## src/rtl/freq_meter_pkg.sv

```systemverilog
// Types shared by the frequency meter and its helpers.
package freq_meter_pkg;

    typedef enum logic {
        IDLE    = 1'b0,
        MEASURE = 1'b1
    } meter_state_t;

endpackage

```

## src/rtl/sync_edge_detect.sv

```systemverilog
// Multi-flop synchronizer for an asynchronous input, followed by a
// one-cycle rising-edge pulse generator.
module sync_edge_detect #(
    parameter int SYNC_STAGES = 2
) (
    input  logic clk,
    input  logic reset,
    input  logic async_in,
    output logic rise
);

    logic [SYNC_STAGES-1:0] sync_q;
    logic                   prev_q;

    always_ff @(posedge clk or posedge reset) begin
        if (reset) begin
            sync_q <= '0;
            prev_q <= 1'b0;
        end else begin
            sync_q <= {sync_q[SYNC_STAGES-2:0], async_in};
            prev_q <= sync_q[SYNC_STAGES-1];
        end
    end

    assign rise = sync_q[SYNC_STAGES-1] & ~prev_q;

endmodule

```

## src/rtl/frequency_meter.sv

```systemverilog
// Counts rising edges of an asynchronous input over back-to-back gate
// windows of GATE_CYCLES clocks and reports each completed window.
module frequency_meter
    import freq_meter_pkg::*;
#(
    parameter int FREQUENCY_IN = 50_000_000,
    parameter int GATE_CYCLES  = FREQUENCY_IN,
    parameter int COUNT_WIDTH  = 32,
    parameter int SYNC_STAGES  = 2
) (
    input  logic                   clk,
    input  logic                   reset,
    input  logic                   enable,
    input  logic                   sigIn,
    output logic [COUNT_WIDTH-1:0] freqCount,
    output logic                   valid,
    output logic                   overflow,
    output logic                   busy
);

    localparam int                     GATE_W    = $clog2(GATE_CYCLES);
    localparam logic [GATE_W-1:0]      GATE_LAST = GATE_W'(GATE_CYCLES - 1);
    localparam logic [COUNT_WIDTH-1:0] COUNT_MAX = '1;

    meter_state_t           state_q, state_d;
    logic [GATE_W-1:0]      gate_cnt_q, gate_cnt_d;
    logic [COUNT_WIDTH-1:0] edge_cnt_q, edge_cnt_d;
    logic                   sat_q, sat_d;
    logic [COUNT_WIDTH-1:0] freq_q, freq_d;
    logic                   ovf_q, ovf_d;
    logic                   valid_q, valid_d;

    logic                   edge_pulse;
    logic [COUNT_WIDTH-1:0] edge_cnt_acc;
    logic                   sat_acc;

    sync_edge_detect #(
        .SYNC_STAGES(SYNC_STAGES)
    ) u_sync (
        .clk     (clk),
        .reset   (reset),
        .async_in(sigIn),
        .rise    (edge_pulse)
    );

    // Edge count including this cycle's edge; sticks at all-ones once reached.
    always_comb begin
        edge_cnt_acc = edge_cnt_q;
        if (edge_pulse && (edge_cnt_q != COUNT_MAX)) begin
            edge_cnt_acc = edge_cnt_q + COUNT_WIDTH'(1);
        end
        sat_acc = sat_q | (edge_cnt_acc == COUNT_MAX);
    end

    always_comb begin
        state_d    = state_q;
        gate_cnt_d = '0;
        edge_cnt_d = '0;
        sat_d      = 1'b0;
        freq_d     = freq_q;
        ovf_d      = ovf_q;
        valid_d    = 1'b0;
        case (state_q)
            IDLE: begin
                if (enable) begin
                    state_d = MEASURE;
                end
            end
            MEASURE: begin
                if (gate_cnt_q == GATE_LAST) begin
                    // Window closes; counters restart in the same cycle so no clock is lost.
                    valid_d = 1'b1;
                    freq_d  = edge_cnt_acc;
                    ovf_d   = sat_acc;
                    if (!enable) begin
                        state_d = IDLE;
                    end
                end else if (!enable) begin
                    state_d = IDLE;
                end else begin
                    gate_cnt_d = gate_cnt_q + GATE_W'(1);
                    edge_cnt_d = edge_cnt_acc;
                    sat_d      = sat_acc;
                end
            end
            default: begin
                state_d = IDLE;
            end
        endcase
    end

    always_ff @(posedge clk or posedge reset) begin
        if (reset) begin
            state_q    <= IDLE;
            gate_cnt_q <= '0;
            edge_cnt_q <= '0;
            sat_q      <= 1'b0;
            freq_q     <= '0;
            ovf_q      <= 1'b0;
            valid_q    <= 1'b0;
        end else begin
            state_q    <= state_d;
            gate_cnt_q <= gate_cnt_d;
            edge_cnt_q <= edge_cnt_d;
            sat_q      <= sat_d;
            freq_q     <= freq_d;
            ovf_q      <= ovf_d;
            valid_q    <= valid_d;
        end
    end

    assign freqCount = freq_q;
    assign valid     = valid_q;
    assign overflow  = ovf_q;
    assign busy      = (state_q == MEASURE);

endmodule

```

## config.mk

```make
export PLATFORM = sky130hd
export DESIGN_NAME = frequency_meter
export DESIGN_NICKNAME = d
export VERILOG_FILES = /design/src/rtl/freq_meter_pkg.sv /design/src/rtl/sync_edge_detect.sv /design/src/rtl/frequency_meter.sv
export SDC_FILE = /design/constraint.sdc
export NUM_CORES = 1
export LEC_CHECK = 0
export ABC_CLOCK_PERIOD_IN_PS = 9500
export CAP_MARGIN = 25
export CORE_MARGIN = 3
export CORE_UTILIZATION = 35
export CTS_CLUSTER_DIAMETER = 60
export DETAILED_ROUTE_END_ITERATION = 6
export PLACE_DENSITY = 0.57
export SLEW_MARGIN = 10
export SYNTH_ARGS = -nofsm -noshare
export SYNTH_HDL_FRONTEND = slang
export SYNTH_SLANG_ARGS = --single-unit
```

## constraint.sdc

```tcl
create_clock -name clk -period 9.5 [get_ports clk]
set_input_delay 1.9 -clock clk [delete_from_list [all_inputs] [get_ports clk]]
set_output_delay 1.9 -clock clk [all_outputs]
set_load 0.03 [all_outputs]
```

# Word level (Yosys, flattened, before mapping)
# Index checks and enable logic that the tools add are counted.
# word_totals
register_bits	97
input_bits	4
wordCells	32
# op_classes
add_sub_neg	2
eq_ne	3
mux	13
bitwise	3
n_reduce_logical	2
# op_table
op	n
$mux W32	4
$mux W26	3
$add A32 B1 Y32 const B	1
$eq A32 B32 Y1 const B	1
$ne A32 B32 Y1 const B	1
$add A26 B1 Y26 const B	1
$eq A26 B26 Y1 const B	1
$mux W1	6
$reduce_and A2 Y1	1
$and A1 B1 Y1	1
$logic_and A1 B1 Y1	1
$not A1 Y1	1
$or A1 B1 Y1	1

# Logic depth before layout (Yosys ltp)
# Gate-level depths: netlist (run 1).
# depth
depth_word	9
depth_mapped	10
depth_no_buf	9

# By module
# Synthesis (run 1) repeated with hierarchy kept, for this count alone.
# hier_totals
cells_unflattened	477
hier_area_um2	4606.9
# modules_own_cells
mod	instances	cells_per_inst	area_per_inst_um2
frequency_meter	1	472	4514.3
sync_edge_detect	1	5	92.6

# Worst setup path before layout (run 1)
# No wires, ideal clock.
# synth_timing
path_kind	input-to-reg
start	input enable
end	register edge_cnt_q[13]
setup_ps	72
t_arrival_ps	2782
slack_ps	6646
cell_stages	6
path_buffers	3
cell_sequence	nand2_1 or2_2 clkbuf_1 buf_2 buf_1 nor2_1
# synth_between
elab_chain_len	3
# synth_lines
element	line	rtl
start, declared	frequency_meter.sv:13	input logic enable,
$mux W32	frequency_meter.sv:78	end else if (!enable) begin
$mux W32	frequency_meter.sv:70	if (gate_cnt_q == GATE_LAST) begin
$mux W32	frequency_meter.sv:63	case (state_q)
named net edge_cnt_d[13]	frequency_meter.sv:27	logic [COUNT_WIDTH-1:0] edge_cnt_q, edge_cnt_d;
end signal, assigned	frequency_meter.sv:104	edge_cnt_q <= edge_cnt_d;
end, declared	frequency_meter.sv:27	
# The timed path passes the listed nets, and every way through them passes these cells.
# A chain may end at the register's enable or synchronous reset.

# Worst setup path after layout (run 1)
# layout_timing
start	register edge_cnt_q[0]
end	register ovf_q (netlist: overflow)
# layout_between
elab_chain_len	5
word_cells_on_any_way	6
cone_classes	1 x add/sub; 2 x eq/ne; 1 x mux; 1 x bitwise; 1 x reduce/logical
# layout_lines
element	line	rtl
parallel branches: the longest is 2 deep, another holds $add A32 B1 Y32	n/a	
$mux W32 (*)	frequency_meter.sv:49	if (edge_pulse && (edge_cnt_q != COUNT_MAX)) begin
$eq A32 B32 Y1 (*)	frequency_meter.sv:52	sat_acc = sat_q | (edge_cnt_acc == COUNT_MAX);
$or A1 B1 Y1 (*)	frequency_meter.sv:52	
end signal, assigned	frequency_meter.sv:107	ovf_q <= ovf_d;
end, declared	frequency_meter.sv:30	logic ovf_q, ovf_d;
# Mark *: on every way between the ends.

==> metrics.csv, run 1 <==
metric;value;unit
relSlewSlack;0.567;
boundaryPins;39;
hold_class;reg -> reg;
post-place-ws;5.90;ns
drt-initial-drc-count;190;
grt_max_degree;65;
rrSetupSlack;6.06;ns
yosys_warnings;0;
holdPathStages;0;
die_h;122;um
vdd_drop_max;0.0734;mV
root_buffer;clkbuf_16;
p_clk_frac;0.433;
synthArstFlopShare;1.00;
dp_hpwl;6.95;mm
power_density;140;nW/um^2
yosysMostFrequentCell;dfrtp_1;
synth_common_cells;dfrtp_1, nor2_1, nand2_1;
htree_levels;3;
r2r_cells;10;
synth_top_area_frac;0.519;
vias_per_cell;5.08;
tritoncts;built;
placedInstanceArea;5170;sq um
synth.avg_cell_area;9.50;sq um
setup_violations;0;
start_util;0.364;
post_cts_buffers;0;
synth_cell_types;52;
power.internal;0.000597;W
antenna_found_initial;0;
clock_path_buffers;2;
synthFlopType;dfrtp_1;
fmax;291;MHz
syn_nets;498;
nets;527;
p_sw_frac;0.223;
p_switching;0.000172;W
maxSlewViolCount;0;
num_antenna_cells;0;
worst_hold_path.endpoint;u_sync.sync_q[1];
overflow;0;
setup_tns;0;ns
syn_inst;492;
comb_power_share;0.026;
fin_area;5510;sq um
core.rowCount;41;
drtPass1Iterations;4;
worstSkewPairLatency;0.35;ns
track_usage;0.145;
numPortBuffers;38;
rsz0062_at_grt;false;
worst_slew_pin_slew;0.646;ns
synth_enable_flop_cells;0;
grt_pass1_wl;17.1;mm
die-area;14800;sq um
p_seq_frac;0.541;
ys_top_cells_by_area;dfrtp_1, xor2_1, nor2_1;
critPathRequiredTime;9.77;ns
layout_min_cycle_time;3.44;ns
post_drt_wl_per_cell;14.3;um
worstReg2RegStart;edge_cnt_q[0];
route.detailed.drc;0;
cts.sinks;97;
fin_skew;0.00933;ns
post-place-cells;679;
seq_area_frac_synth;0.519;
hold_buffers;0;
cts_buffers;9;
maxCapViolCount;0;
ys_seq_elements;97;
finalHoldViolations;0;
r2r_end;overflow;
startpoint_type;flip-flop;
post-route-util;0.430;
cp-startpoint;edge_cnt_q[0];
core_area;12800;sq um
final_antenna_net_count;0;
drive_gt1_frac;0.0627;
clk_pin_slew;0.06;ns
area_growth_syn_to_layout;17.9;%
power.leakage;2.17;nW
period_share;0.362;
syn-cell-area;4670;sq um
vias;3549;
status;completed;
worst_ep_arrival_time;3.71;ns
die_x;122;um
crit_path_end_kind;flip-flop;
min_from;u_sync.sync_q[0];
cts_resized;0;
place.gp.congestion;0.881;
crit_type;reg -> reg;
crit_path_max_fanout;13;
synth_top_area_cell;dfrtp_1;
routed_wirelength;9.99;mm
layout_setup_ws;6.06;ns
grt_pass1_vias;3504;
fin_cells;698;
## flip-flops by register name, indices dropped and copies added, names as in the netlist
register	flops
u_sync.sync_q	2
gate_cnt_q	26
busy	1
u_sync.prev_q	1
overflow	1
sat_q	1
valid	1
edge_cnt_q	32
freqCount	32
## layout by cell type (no fill, tap or decap), types with 4 or more instances in the layout
master,instances
nand3_1,21
xnor2_1,12
or3_1,8
clkbuf_16,9
nand2_1,65
inv_1,6
dfrtp_1,97
a21oi_1,5
nor2_1,71
and4_1,4
nor4_1,8
and2_1,4
nand2b_1,4
and3_1,13
xor2_1,32
nand4_1,21
clkdlybuf4s50_1,38
nor3_1,11
o21ai_0,36
## stage by stage
stage	total power, W	hold WS [ns]
floorplan	0.000437	0.331
global placement	0.000443	0.373
detailed placement	0.000443	0.373
CTS	0.000780	0.389
global route	0.000802	0.399
finish	0.000769	0.394
## power groups by stage
stage               Sequential, W  Combinational (W)  Clock, W
floorplan                0.000424          0.0000133         0
global placement         0.000424          0.0000194         0
detailed placement       0.000424          0.0000198         0
CTS                      0.000416          0.0000199  0.000345
global route             0.000416          0.0000234  0.000363
finish                   0.000416          0.0000202  0.000333
## logic make-up (layout without fill, tap and decap cells)
logic type | after synthesis | after routing | share of synthesized area
buf+inv | 32 | 66 | 0.0303
fa+ha+maj | 2 | 2 | 0.00535
xor+xnor | 44 | 44 | 0.0825
mux | 3 | 3 | 0.00669
compound gates | 63 | 63 | 0.0833
simple gates | 251 | 251 | 0.273
flops | 97 | 97 | 0.519
## per-layer routing
metal  routed length [um]  share of wire  global-route usage
met1                 4640           0.46               0.196
met2                 4800           0.48               0.226
met3                  414          0.041              0.0292
met4                  140          0.014              0.0637
met5                    0              0                   0
## how the worst max path moves through the flow
stage	endpoint	slack, ns	cells after the start
3_5_place_dp	edge_cnt_q[10]	5.90	4
2_1_floorplan	busy	5.07	1
4_1_cts	overflow	6.01	10
3_3_place_gp	edge_cnt_q[20]	5.96	4
6_report	overflow	6.06	10
5_1_grt	overflow	5.77	10
## area by class of cell
| cell class | instances | area [sq um] |
|---|---|---|
| repair buffers | 43 | 458 |
| fillers | 1279 | 7320 |
| flip-flops and latches | 97 | 2430 |
| multi-input cells | 363 | 2110 |
| well taps | 172 | 215 |
| clock buffers | 10 | 229 |
| inverters | 7 | 28.8 |
| clock inverters | 6 | 43.8 |
## worst max-delay path, stage by stage, from the launching register on
cell and delay, ns:
dfrtp_1 0.46, ha_1 0.28, nand3_1 0.25, nor4_4 0.40, a31oi_1 0.29, buf_4 0.29, mux2_1 0.35, a2111o_1 0.37
nor4_2 0.21, a41oi_1 0.26, mux2i_1 0.19
No activity file was read; power rests on OpenSTA's default activity.
==> run 2: changes to the inputs <==
--- a/config.mk
+++ b/config.mk
@@ -5,13 +5,13 @@
 export SDC_FILE = /design/constraint.sdc
 export NUM_CORES = 1
 export LEC_CHECK = 0
-export ABC_CLOCK_PERIOD_IN_PS = 9500
+export ABC_CLOCK_PERIOD_IN_PS = 3150
 export CAP_MARGIN = 25
 export CORE_MARGIN = 3
 export CORE_UTILIZATION = 35
 export CTS_CLUSTER_DIAMETER = 60
 export DETAILED_ROUTE_END_ITERATION = 6
-export PLACE_DENSITY = 0.57
+export PLACE_DENSITY = 0.59
 export SLEW_MARGIN = 10
 export SYNTH_ARGS = -nofsm -noshare
 export SYNTH_HDL_FRONTEND = slang
==> constraint.sdc (replaced) <==
create_clock -name clk -period 3.15 [get_ports clk]
set_input_delay 0.63 -clock clk [delete_from_list [all_inputs] [get_ports clk]]
set_output_delay 0.63 -clock clk [all_outputs]
set_load 0.03 [all_outputs]
==> run 2 against run 1 <==
Against the previous run:
- final cell count increased by 0.43%
- wire length is 2.2% higher
- non-clock buffer count increased by 4
- power grew to 3.0 times the previous value
- first-iteration DRC count increased by 45%
- via count is 1.0% higher
- critical path type unchanged
- largest power group unchanged
==> metrics.csv, run 2 (same netlist as run 1, synthesis figures left out) <==
metric;value;unit;change
status;completed;;unchanged
die_x;122;um;unchanged
vias;3586;;was 3549
setup_violations;0;;unchanged
p_sw_frac;0.223;;about the same
worstSkewPairLatency;0.35;ns;about the same
relSlewSlack;0.628;;was 0.567
drtPass1Iterations;5;;was 4
cts.sinks;97;;unchanged
cpMaxStageDelayCell;nor3_1;;was dfrtp_1
dp_hpwl;7.12;mm;was 6.95 mm
cp.depth;9;;was 10
critPathMaxStageDelay;0.49;ns;was 0.46 ns
p_seq_frac;0.535;;was 0.541
boundaryPins;39;;unchanged
antenna_found_initial;0;;unchanged
critPathRequiredTime;3.42;ns;was 9.77 ns
layout_setup_ws;0.342;ns;was 6.06 ns
overflow;0;;unchanged
route.detailed.drc;0;;unchanged
crit_path_max_fanout;7;;was 13
nets;531;;was 527
drive_gt1_frac;0.0699;;was 0.0627
holdPathStages;0;;unchanged
vias_per_cell;5.12;;was 5.08
setup_tns;0;ns;unchanged
finalHoldViolations;0;;unchanged
fin_skew;0.00855;ns;was 0.00933 ns
post-place-cells;686;;was 679
layout_common_cells;dfrtp_1, nor2_1, nand2_1;;unchanged
grt_max_degree;98;;was 65
core_area;12800;sq um;unchanged
rsz0062_at_grt;false;;unchanged
tritoncts;built;;unchanged
die-area;14800;sq um;unchanged
worst_slew_pin_slew;0.554;ns;was 0.646 ns
fmax;356;MHz;was 291 MHz
drt-initial-drc-count;275;;was 190
clk_pin_slew;0.07;ns;was 0.06 ns
die_h;122;um;unchanged
vdd_drop_max;0.219;mV;was 0.0734 mV
track_usage;0.148;;was 0.145
p_clk_frac;0.437;;was 0.433
maxSlewViolCount;0;;unchanged
power.internal;0.00182;W;was 0.000597 W
p_switching;0.000523;W;was 0.000172 W
period_share;0.892;;was 0.362
routed_wirelength;10.2;mm;was 9.99 mm
power.leakage;2.17;nW;about the same
htree_levels;3;;unchanged
place.gp.congestion;0.859;;was 0.881
hold_class;reg -> reg;;unchanged
root_buffer;clkbuf_16;;unchanged
path_delay_family;simple AND/OR/NAND/NOR gates;;was compound AO/OA/AOI/OAI gates
startpoint_type;flip-flop;;unchanged
num_antenna_cells;0;;unchanged
worst_ep_arrival_time;3.08;ns;was 3.71 ns
start_util;0.364;;unchanged
cts_buffers;9;;unchanged
comb_power_share;0.028;;was 0.026
post-route-util;0.431;;was 0.430
power_density;423;nW/um^2;was 140 nW/um^2
r2r_cells;9;;was 10
path_buf_inv;0;;was 1
fin_cells;701;;was 698
crit_chain;ha_1 > nand3_2 > nor3_1 > nand3_1 > a31o_2 > a2111o_1 > nor4_2 > a41oi_1 > mux2i_1;;was ha_1 > nand3_1 > nor4_4 > a31oi_1 > buf_4 > mux2_1 > a2111o_1 > nor4_2 > a41oi_1 > mux2i_1
final_antenna_net_count;0;;unchanged
grt_pass1_vias;3517;;was 3504
maxCapViolCount;0;;unchanged
area_growth_syn_to_layout;18.3;%;was 17.9%
post_drt_wl_per_cell;14.6;um;was 14.3 um
final_common_cell;dfrtp_1;;unchanged
crit_type;reg -> reg;;unchanged
grt_pass1_wl;17.5;mm;was 17.1 mm
crit_path_end_kind;flip-flop;;unchanged
hold_buffers;0;;unchanged
post-place-ws;0.277;ns;was 5.90 ns
layout_min_cycle_time;2.81;ns;was 3.44 ns
clock_path_buffers;2;;unchanged
numPortBuffers;38;;unchanged
core.rowCount;41;;unchanged
-- run 2: cell count changes in the layout (fill, tap and decap cells not counted), moves of 2 or more --
cell,before,now
clkinvlp_4,1,5
clkinv_2,2,0
buf_4,3,7
buf_16,2,0
clkinv_4,2,0
buf_12,0,2
-- run 2: worst register-to-register path, stage by stage, from the launching register on --
cell and delay [ns]:
dfrtp_1 0.45, ha_1 0.28, nand3_2 0.18, nor3_1 0.49, nand3_1 0.20, a31o_2 0.28
a2111o_1 0.37, nor4_2 0.14, a41oi_1 0.19, mux2i_1 0.16
-- run 2: per-layer routing --
| layer | GRT usage | part of all wire | vias up |
|---|---|---|---|
| met2 | 0.228 | 0.46 | 75 |
| met3 | 0.0436 | 0.047 | 15 |
| met4 | 0.0490 | 0.017 | 0 |
| met5 | 0 | 0 | - |
| met1 | 0.200 | 0.48 | 1722 |
| li1 | - | - | 1774 |
-- run 2: area by class of cell --
type / count / area (sq um)
Tap cell: 172 / 215
Inverter: 7 / 30.0
Multi-Input combinational cell: 363 / 2110
Fill cell: 1269 / 7290
Timing Repair Buffer: 47 / 473
Clock inverter: 4 / 30.0
Sequential cell: 97 / 2430
Clock buffer: 11 / 243
-- run 2: timing repair --
action / 4_1_cts / 5_1_grt
endpoints found under the hold margin: 0 / 0
setup endpoints to repair: 0 / 1
gates resized for setup: 0 / 1
setup buffers: 0 / 0
-- run 2: per-stage QoR --
| step | instance area (sq um) | power [W] | hold slack, ns |
|---|---|---|---|
| final | 5530 | 0.00234 | 0.374 |
| after detailed placement | 5250 | 0.00134 | 0.368 |
| after floorplan | 4680 | 0.00132 | 0.331 |
| after CTS | 5530 | 0.00238 | 0.375 |
| after global routing | 5530 | 0.00243 | 0.385 |
| after global placement | 5250 | 0.00134 | 0.367 |
-- run 2: final timing paths --
check	endpoint	slack (ns)	from
setup / recovery	overflow	0.34	edge_cnt_q[0]
hold / removal	u_sync.sync_q[1]	0.37	u_sync.sync_q[0]
setup reg to reg	overflow	0.34	edge_cnt_q[0]
hold reg to reg	u_sync.sync_q[1]	0.37	u_sync.sync_q[0]
max in group asynchronous	edge_cnt_q[0]	2.00	reset
min in group asynchronous	freqCount[27]	0.77	reset
-- run 2: power groups by stage --
stage / clock [W] / sequential (W) / combinational (W)
finish: 0.00102 / 0.00125 / 0.0000645
detailed placement: 0 / 0.00128 / 0.0000675
floorplan: 0 / 0.00128 / 0.0000403
global placement: 0 / 0.00128 / 0.0000665
global route: 0.00110 / 0.00125 / 0.0000746
CTS: 0.00106 / 0.00125 / 0.0000676
==> run 3: changes to the inputs <==
--- a/config.mk
+++ b/config.mk
@@ -10,6 +10,7 @@
 export CORE_MARGIN = 3
 export CORE_UTILIZATION = 35
 export CTS_CLUSTER_DIAMETER = 60
+export CTS_CLUSTER_SIZE = 28
 export DETAILED_ROUTE_END_ITERATION = 6
 export PLACE_DENSITY = 0.59
 export SLEW_MARGIN = 10
==> results of run 3 <==
No change in the layout: final DEF, timing and power equal those of run 2.
